**src/rtl/switch_debouncer.sv**
```systemverilog
// switch_debouncer: synchronises raw slide-switch pins into board_clk and
// debounces each channel with its own stability counter. Produces clean
// levels plus one-cycle rise/fall strobes for the LED/counter stage.
module switch_debouncer #(
  parameter int unsigned N_CH            = 4,
  parameter int unsigned DEBOUNCE_CYCLES = 50000,
  parameter int unsigned CNT_W           = 16
) (
  input  logic            board_clk,
  input  logic            rst_n,
  input  logic [N_CH-1:0] switches,
  output logic [N_CH-1:0] switches_db,
  output logic [N_CH-1:0] sw_rise,
  output logic [N_CH-1:0] sw_fall
);

  // Terminal count: the mismatch cycle on which a new level is accepted.
  localparam logic [CNT_W-1:0] LP_CNT_LAST = CNT_W'(DEBOUNCE_CYCLES - 1);

  typedef enum logic {
    ST_STABLE  = 1'b0,
    ST_PENDING = 1'b1
  } ch_state_e;

  logic [N_CH-1:0] r_sync1;
  logic [N_CH-1:0] r_sync2;

  // Two-flop synchroniser per channel; only r_sync2 is used downstream.
  always_ff @(posedge board_clk or negedge rst_n) begin
    if (!rst_n) begin
      r_sync1 <= '0;
      r_sync2 <= '0;
    end else begin
      r_sync1 <= switches;
      r_sync2 <= r_sync1;
    end
  end

  genvar gi;
  generate
    for (gi = 0; gi < int'(N_CH); gi++) begin : g_ch
      ch_state_e        r_state;
      logic [CNT_W-1:0] r_cnt;
      logic             r_db;
      logic             r_rise;
      logic             r_fall;
      logic             w_mismatch;
      logic             w_last;

      assign w_mismatch = r_sync2[gi] ^ r_db;
      assign w_last     = (r_cnt == LP_CNT_LAST);

      // Per-channel STABLE/PENDING machine; any matching cycle clears the count.
      always_ff @(posedge board_clk or negedge rst_n) begin
        if (!rst_n) begin
          r_state <= ST_STABLE;
          r_cnt   <= '0;
          r_db    <= 1'b0;
          r_rise  <= 1'b0;
          r_fall  <= 1'b0;
        end else begin
          r_rise <= 1'b0;
          r_fall <= 1'b0;
          case (r_state)
            ST_STABLE: begin
              if (w_mismatch) begin
                r_cnt   <= CNT_W'(1);
                r_state <= ST_PENDING;
              end else begin
                r_cnt <= '0;
              end
            end
            ST_PENDING: begin
              if (!w_mismatch) begin
                r_cnt   <= '0;
                r_state <= ST_STABLE;
              end else if (w_last) begin
                r_db    <= r_sync2[gi];
                r_rise  <= r_sync2[gi];
                r_fall  <= ~r_sync2[gi];
                r_cnt   <= '0;
                r_state <= ST_STABLE;
              end else begin
                r_cnt <= r_cnt + CNT_W'(1);
              end
            end
            default: begin
              r_cnt   <= '0;
              r_state <= ST_STABLE;
            end
          endcase
        end
      end

      assign switches_db[gi] = r_db;
      assign sw_rise[gi]     = r_rise;
      assign sw_fall[gi]     = r_fall;
    end
  endgenerate

endmodule
```
**config.mk**
```make
export PLATFORM = sky130hd
export DESIGN_NAME = switch_debouncer
export DESIGN_NICKNAME = d
export VERILOG_FILES = /design/src/rtl/switch_debouncer.sv
export SDC_FILE = /design/constraint.sdc
export NUM_CORES = 1
export LEC_CHECK = 0
export ABC_AREA = 1
export ABC_CLOCK_PERIOD_IN_PS = 1800
export CAP_MARGIN = 20
export CORE_UTILIZATION = 61
export CTS_CLUSTER_SIZE = 14
export DETAILED_ROUTE_END_ITERATION = 6
export GPL_ROUTABILITY_DRIVEN = 0
export GPL_TIMING_DRIVEN = 1
export PLACE_DENSITY = 0.84
export SKIP_LAST_GASP = 1
export SYNTH_ARGS = -nofsm -noshare
export SYNTH_HDL_FRONTEND = slang
export SYNTH_SLANG_ARGS = --single-unit
export TNS_END_PERCENT = 10
```
**constraint.sdc**
```tcl
create_clock -name board_clk -period 1.8 [get_ports board_clk]
set_clock_uncertainty 0.2 [all_clocks]
set_input_delay 0.45 -clock board_clk [delete_from_list [all_inputs] [get_ports board_clk]]
set_output_delay 0.45 -clock board_clk [all_outputs]
set_load 0.1 [all_outputs]
```
Word-level counts from Yosys, hierarchy flattened
Index checks and enable logic that the tools add are counted.
{"block": "word_totals", "reg_bits": 88, "inputBits": 6}
{"block": "op_classes", "addsub": 4, "reduce_logical": 4, "mux": 56, "eq_ne": 4, "n_bitwise": 12}
{"operator": "$mux 16", "n": 8}
{"operator": "$pmux 16 s2", "n": 4}
{"operator": "$add 16x1->16 const B", "n": 4}
{"operator": "$eq 16x16->1 const B", "n": 4}
{"operator": "$mux 1", "n": 40}
{"operator": "$reduce_and 3->1", "n": 4}
{"operator": "$not 1->1", "n": 8}
{"operator": "$pmux 1 s2", "n": 4}
{"operator": "$xor 1x1->1", "n": 4}

Logic depth before layout (Yosys ltp)
Gate-level depths: netlist (run 1).
{"block": "logic_depth", "word_depth": 4, "depth_mapped": 9, "ltp_nobuf": 9}

Worst setup path after synthesis (run 1)
OpenSTA, ideal clock, no wires.
{"block": "synth_timing", "path_type": "reg2reg", "startpoint": "reg g_ch[0].r_cnt[0]", "endpoint": "reg g_ch[0].r_state", "setup_time_ns": 0.120, "required_time_ns": 1.480, "path_stages_with_launch": 10, "slack_ns": 0.253, "arrival_ns": 1.227, "synth_period_minus_slack_ns": 1.547, "path_cell_list": "dfrtp_1 -> ha_1 -> nand2_2 -> inv_2 -> nand2_4 -> nor2_4 -> nand2_4 -> nand2_4 -> buf_12 -> nand2_1"}
{"block": "synth_between", "elab_chain_len": 4}
{"item": "start, declared", "line": "43", "source": "logic [CNT_W-1:0] r_cnt;"}
{"item": "start signal, assigned", "line": "84", "source": "r_cnt <= r_cnt + CNT_W'(1);"}
{"item": "$eq 16x16->1", "line": "51", "source": "assign w_last = (r_cnt == LP_CNT_LAST);"}
{"item": "$mux 1", "line": "77", "source": "end else if (w_last) begin"}
{"item": "$mux 1", "line": "74", "source": "if (!w_mismatch) begin"}
{"item": "$pmux 1 s2", "line": "64", "source": "case (r_state)"}
{"item": "end signal, assigned", "line": "56", "source": "r_state <= ST_STABLE;"}
{"item": "end signal, assigned", "line": "68", "source": "r_state <= ST_PENDING;"}
{"item": "end signal, assigned", "line": "76", "source": "r_state <= ST_STABLE;"}
{"item": "end, declared", "line": "42", "source": "ch_state_e r_state;"}
Every way passes these cells.
A chain may end at the register's enable or synchronous reset.

Worst setup path in the final report (run 1)
{"block": "layout_timing", "startpoint": "reg g_ch[0].r_cnt[0]", "endpoint": "reg g_ch[0].r_cnt[0]"}
{"block": "layout_between", "elab_chain_len": 4}
{"item": "$add 16x1->16 / $eq 16x16->1 (equally long branches)", "line": "84, 51"}
{"item": "$mux 16 *", "line": "77"}
{"item": "$mux 16 *", "line": "74"}
{"item": "$pmux 16 s2 *", "line": "64"}
Mark *: on every way between the ends. The rest lies on a longest branch, timed or not.

==> flow_summary.toml, run 1 <==
[run_status]
outcome = "finished, final reports clean"

[power_and_ir_drop]
p_per_area_nw_per_um2 = 697
seq_power_share_pct = 54.4
clkPwrFrac_pct = 38.8
switching_share_pct = 23.3
p_int_uw = 2890
p_switching_uw = 877
irDropWorstVdd_mv = 0.423
p_leak_uw = 0.00240
combPwrFrac_pct = 6.8

[floorplan]
chipWidth_um = 90.8
initial_utilization_pct = 62.6
die_area_sq_um = 8250
core_sq_um = 7690
fp.dieH_um = 90.8
pin_count = 18
rows = 32

[logic_synthesis]
syn_inst = 608
ys_seq_elements = 88
ys_seq_area_share_pct = 45.7
synth_area_sq_um = 4810
ys_warn_count = 0
ys_types = 30
syn_nets = 618
syn_avg_cell_area_sq_um = 7.92

[routing]
firstDrtPassIters = 5
route.vias.total = 3946
drtIter0Drc = 204
wl_per_cell_um = 12.7
drc = 0
viasPerCell = 5.35
drt_wl_total_mm = 9.34
ant_nets = 0

[critical_path]
crit_top_cell = "nand2_4"
crit_slowest_cell = "dfrtp_1"
critPathMaxFanout = 11
worstSetupPathType = "flop to flop"
crit_path_max_incr_delay_ns = 0.38
crit_chain = "ha_1 > nand2_2 > inv_2 > nand2_4 > nor2_4 > nand2_4 > nand2_4 > o21ai_0"
crit_path_end_kind = "flop"
crit_family = "simple AND/OR/NAND/NOR gates"
worstPathArrival_ns = 1.75
crit_required_ns = 1.84
crit_buf_inv = 1
start_kind = "flop"

[global_routing]
grt_pass1_wl_mm = 16.3
grt_pass1_vias = 3785
antenna_found_initial = 0
grt_max_degree = 32
grt_use_total_pct = 24.7
grt_overflow = 0

[sta]
setup_ws_ns = 0.0851
max_freq_mhz = 583
rsz0062_at_grt = "true"
drv_slew = 0
hold_viol = 0
min_period_ns = 1.71
max_slew_margin_pct = 71.2
worst_pin_slew_ns = 0.433
post-route-period-util_pct = 95.3
setup_viol = 0

[finish]
ff_latch_area_sq_um = 2200
area_delta_synth_final_pct = 12.3
final_cell_area_sq_um = 5410
fin_nets = 640
drive_gt1_share_pct = 14.2
fillers = 587
diodes = 0
fin_util_pct = 70.3
multi_input_area_sq_um = 2190

[clock_tree]
clockRootBuffer = "clkbuf_8"
cts_max_path_buffers = 2
htreeDepth = 3
cts.clk_slew.worst_paths_ns = 0.08
cts_tree = "built"
cts_sinks = 88
numCtsBuffers = 9
postCtsSetupRepairBufs = 0
clk_latency_ns = 0.36

[place]
pre_cts_slack_ns = 0.0699
dpl_cell_area_sq_um = 5170
io_buffers = 17
place_hpwl_mm = 6.81

[job]
max-cap-violations = 0

[hold_path]
hp-class = "flop to flop"
==> power by group through the flow <==
stage / Sequential (uW) / Clock, uW / Combinational (uW)
after floorplan: 2080 / 0 / 175
after global placement: 2090 / 0 / 248
after detailed placement: 2090 / 0 / 255
after CTS: 2050 / 1500 / 257
after global routing: 2060 / 1590 / 295
final: 2050 / 1460 / 258
==> area by class of cell <==
class / count / share of cell area [%]
Tap cell: 102 / 2.36
Clock buffer: 11 / 2.43
Multi-Input combinational cell: 427 / 40.4
Clock inverter: 5 / 1.50
Sequential cell: 88 / 40.7
Timing Repair Buffer: 29 / 7.33
Inverter: 75 / 5.21
==> Yosys cell counts, drive strengths merged <==
cell | count | area [sq um]
nand3 | 81 | 420
buf | 18 | 154
nand3b | 1 | 7.51
dfrtp | 88 | 2200
nor3b | 1 | 7.51
ha | 4 | 50.1
nor2 | 147 | 642
o21bai | 8 | 60.1
or2 | 4 | 25.0
inv | 75 | 282
xor2 | 9 | 78.8
a21oi | 9 | 45.0
xnor2 | 6 | 52.6
nand2 | 121 | 492
nand4 | 10 | 62.6
nor3 | 19 | 196
o21ai | 5 | 25.0
a31oi | 2 | 12.5
==> logic make-up after synthesis <==
kind of cell | Yosys count | synth area share, %
simple gates | 384 | 38.5
buf+inv | 93 | 9.04
flops | 88 | 45.7
compound gates | 24 | 2.96
xor+xnor | 15 | 2.73
fa+ha+maj | 4 | 1.04
==> cells in the final DEF (no fill, tap or decap), types with 2 or more instances in the layout <==
cell and instances:
nor2_2 11, xnor2_1 6, a21oi_1 9, nand2_1 112
clkbuf_1 2, inv_1 70, nor3_2 9, nand2_2 5
nor2_1 127, nand2_4 4, o21ai_0 4, clkdlybuf4s50_1 4
nand3_2 3, or2_1 3, nand3_1 78, dfrtp_1 88
nor3_1 5, buf_12 13, nor3_4 5, ha_1 4
bufinv_16 2, buf_4 10, xor2_1 9, clkbuf_8 9
inv_2 5, a31oi_1 2, o21bai_1 8, nor2_4 9
nand4_1 10
==> what timing repair did <==
| item | 4_1_cts | 5_1_grt |
|---|---|---|
| hold endpoints to repair | 26 | 0 |
| hold buffers | 1 | 0 |
| resized for setup | 0 | 4 |
| endpoints found under the setup margin | 0 | 24 |
==> final timing paths <==
path	startpoint	end	slack, ns	cells after the start
setup / recovery	g_ch[0].r_cnt[0]$_DFF_PN0_	g_ch[0].r_cnt[0]$_DFF_PN0_	0.09	8
hold / removal	r_sync1[0]$_DFF_PN0_	r_sync2[0]$_DFF_PN0_	0.15	0
setup reg to reg	g_ch[0].r_cnt[0]$_DFF_PN0_	g_ch[0].r_cnt[0]$_DFF_PN0_	0.09	8
hold reg to reg	r_sync1[0]$_DFF_PN0_	r_sync2[0]$_DFF_PN0_	0.15	0
max in group asynchronous	rst_n	g_ch[1].r_cnt[2]$_DFF_PN0_	0.51	3
min in group asynchronous	rst_n	g_ch[3].r_cnt[11]$_DFF_PN0_	0.35	2
==> flip-flops by register name, indices dropped and copies added (netlist names) <==
signal	flops
g_ch.r_db	4
g_ch.r_fall	4
g_ch.r_cnt	64
g_ch.r_rise	4
g_ch.r_state	4
r_sync1	4
r_sync2	4
==> per-layer routing <==
metal	global-route usage, %	wire length, um	up-vias
li1	-	-	1945
met1	31.8	3990	1856
met2	40.7	4620	123
met3	3.54	495	22
met4	12.4	242	0
met5	0	0	-
==> per-stage QoR <==
step                TNS, ns  hold slack (ns)  instances  total power, uW
floorplan                 0          -0.0456        608             2260
global placement          0            0.133        720             2330
detailed placement        0            0.135        720             2340
CTS                       0            0.152        737             3800
global route         -0.161            0.160        737             3940
finish                    0            0.150        737             3770
(Power assumes the default switching activity.)
==> inputs of run 2 (changes only) <==
--- a/config.mk
+++ b/config.mk
@@ -13,6 +13,7 @@
 export DETAILED_ROUTE_END_ITERATION = 6
 export GPL_ROUTABILITY_DRIVEN = 0
 export GPL_TIMING_DRIVEN = 1
+export MAX_ROUTING_LAYER = met4
 export PLACE_DENSITY = 0.84
 export SKIP_LAST_GASP = 1
 export SYNTH_ARGS = -nofsm -noshare
==> run 2 against run 1 <==
Net effect: worst setup slack better by 0.00076 ns; register-to-register slack about the same; largest power group unchanged; wire length down 0.44%; die area unchanged; sequential power about the same; fmax about the same; critical endpoint unchanged.
==> flow_summary.toml, run 2 (same netlist as run 1, synthesis figures left out) <==
[routing]
wl_per_cell_um = 12.6
drc = 0
ant_nets = 0
viasPerCell = 5.35
route.vias.total = 3940
drt_wl_total_mm = 9.30
drtIter0Drc = 199
firstDrtPassIters = 5

[power_and_ir_drop]
combPwrFrac_pct = 6.8
irDropWorstVdd_mv = 0.423
p_per_area_nw_per_um2 = 697
clkPwrFrac_pct = 38.8
seq_power_share_pct = 54.4
p_int_uw = 2890
p_leak_uw = 0.00240
switching_share_pct = 23.3
p_switching_uw = 877

[sta]
min_period_ns = 1.71
whs_ns = 0.151
hold_viol = 0
post-route-period-util_pct = 95.2
max_freq_mhz = 583
drv_slew = 0
final.setup.tns_ns = 0
worst_pin_slew_ns = 0.430
rsz0062_at_grt = "true"
setup_viol = 0
max_slew_margin_pct = 71.4

[critical_path]
crit_chain = "ha_1 > nand2_2 > inv_2 > nand2_4 > nor2_4 > nand2_4 > nand2_4 > o21ai_0"
crit_top_cell = "nand2_4"
start_kind = "flop"
rr_worst_depth = 8
crit_end = "g_ch[0].r_cnt[0]$_DFF_PN0_"
crit_path_max_incr_delay_ns = 0.38
worstSetupPathType = "flop to flop"
crit_required_ns = 1.84
critPathMaxFanout = 11
r2r_end = "g_ch[0].r_cnt[0]$_DFF_PN0_"
worstPathArrival_ns = 1.75
startpoint = "g_ch[0].r_cnt[0]$_DFF_PN0_"
crit_path_end_kind = "flop"
rrSetupSlack_ns = 0.09
rr_startpoint = "g_ch[0].r_cnt[0]$_DFF_PN0_"
crit_slowest_cell = "dfrtp_1"

[finish]
largest_register_ffs = 64
fillers = 587
fin_nets = 640
final_common_cell = "nor2_1"
regMostFlops = "g_ch.r_cnt"
mostFrequentLayoutCells = "nor2_1, nand2_1, dfrtp_1"
drive_gt1_share_pct = 14.2
ff_latch_area_sq_um = 2200
diodes = 0
area_delta_synth_final_pct = 12.3
multi_input_area_sq_um = 2190

[clock_tree]
numCtsBuffers = 9
cts.clk_slew.worst_paths_ns = 0.08
cts_sinks = 88
cts_max_path_buffers = 2
clk_latency_ns = 0.36
htreeDepth = 3
clockRootBuffer = "clkbuf_8"
cts_tree = "built"

[global_routing]
grt_max_degree = 32
antenna_found_initial = 0
grt_use_total_pct = 25.4
grt_pass1_wl_mm = 16.3
grt_pass1_vias = 3785
grt_overflow = 0

[place]
place_hpwl_mm = 6.81
io_buffers = 17

[run_status]
outcome = "finished, final reports clean"

[hold_path]
hp-class = "flop to flop"

[floorplan]
fp.dieH_um = 90.8
chipWidth_um = 90.8
core_sq_um = 7690
rows = 32
die_area_sq_um = 8250
initial_utilization_pct = 62.6
pin_count = 18

[job]
max-cap-violations = 0
run 2: power by group through the flow:
stage | sequential [uW] | clock [uW] | combinational (uW)
2_1_floorplan | 2080 | 0 | 175
3_5_place_dp | 2090 | 0 | 255
5_1_grt | 2060 | 1590 | 296
3_3_place_gp | 2090 | 0 | 248
6_report | 2050 | 1460 | 257
4_1_cts | 2050 | 1500 | 257
run 2: layout make-up:
type / instances / area share [%]
clock buffer: 11 / 2.43
clock inverter: 5 / 1.50
multi-input combinational: 427 / 40.4
inverter: 75 / 5.21
sequential: 88 / 40.7
tap: 102 / 2.36
timing repair buffer: 29 / 7.33
run 2: how the worst min path moves through the flow:
stage / start / to / slack, ns / cells after the start
after floorplan: rst_n / g_ch[0].r_cnt[0]$_DFF_PN0_ / -0.05 / 0
after global placement: r_sync1[0]$_DFF_PN0_ / r_sync2[0]$_DFF_PN0_ / 0.13 / 0
after detailed placement: r_sync1[0]$_DFF_PN0_ / r_sync2[0]$_DFF_PN0_ / 0.13 / 0
after CTS: r_sync1[0]$_DFF_PN0_ / r_sync2[0]$_DFF_PN0_ / 0.15 / 0
after global routing: r_sync1[0]$_DFF_PN0_ / r_sync2[0]$_DFF_PN0_ / 0.16 / 0
final: r_sync1[0]$_DFF_PN0_ / r_sync2[0]$_DFF_PN0_ / 0.15 / 0
run 2: critical path: cells and delay by family, from the launching register on:
family,cells,cell delay [ns]
buf+inv,1,0.10
compound gates,1,0.11
flops,1,0.38
fa+ha+maj,1,0.19
simple gates,5,0.61
run 2: what timing repair did:
item / in CTS / in global routing
hold buffers: 1 / 0
hold endpoints to repair: 26 / 0
buffers inserted: 0 / 0
gates resized for setup: 0 / 4
setup endpoints to repair: 0 / 24
run 2: routing by layer:
metal | track usage (%) | vias up | share of wire, %
li1 | - | 1946 | -
met1 | 31.8 | 1850 | 43
met2 | 40.7 | 121 | 49
met3 | 3.54 | 23 | 5.0
met4 | 12.4 | 0 | 2.4
met5 | - | - | 0
run 2: metrics by stage:
| step | cells | power [uW] | utilization (%) | area (sq um) | setup WS (ns) |
|---|---|---|---|---|---|
| floorplan | 608 | 2260 | - | 4810 | 0.253 |
| global placement | 720 | 2330 | 67.3 | 5170 | 0.120 |
| CTS | 737 | 3800 | 70.2 | 5390 | 0.0326 |
| detailed placement | 720 | 2340 | 67.3 | 5170 | 0.0699 |
| finish | 737 | 3770 | 70.3 | 5410 | 0.0858 |
| global route | 737 | 3940 | 70.3 | 5410 | -0.0513 |
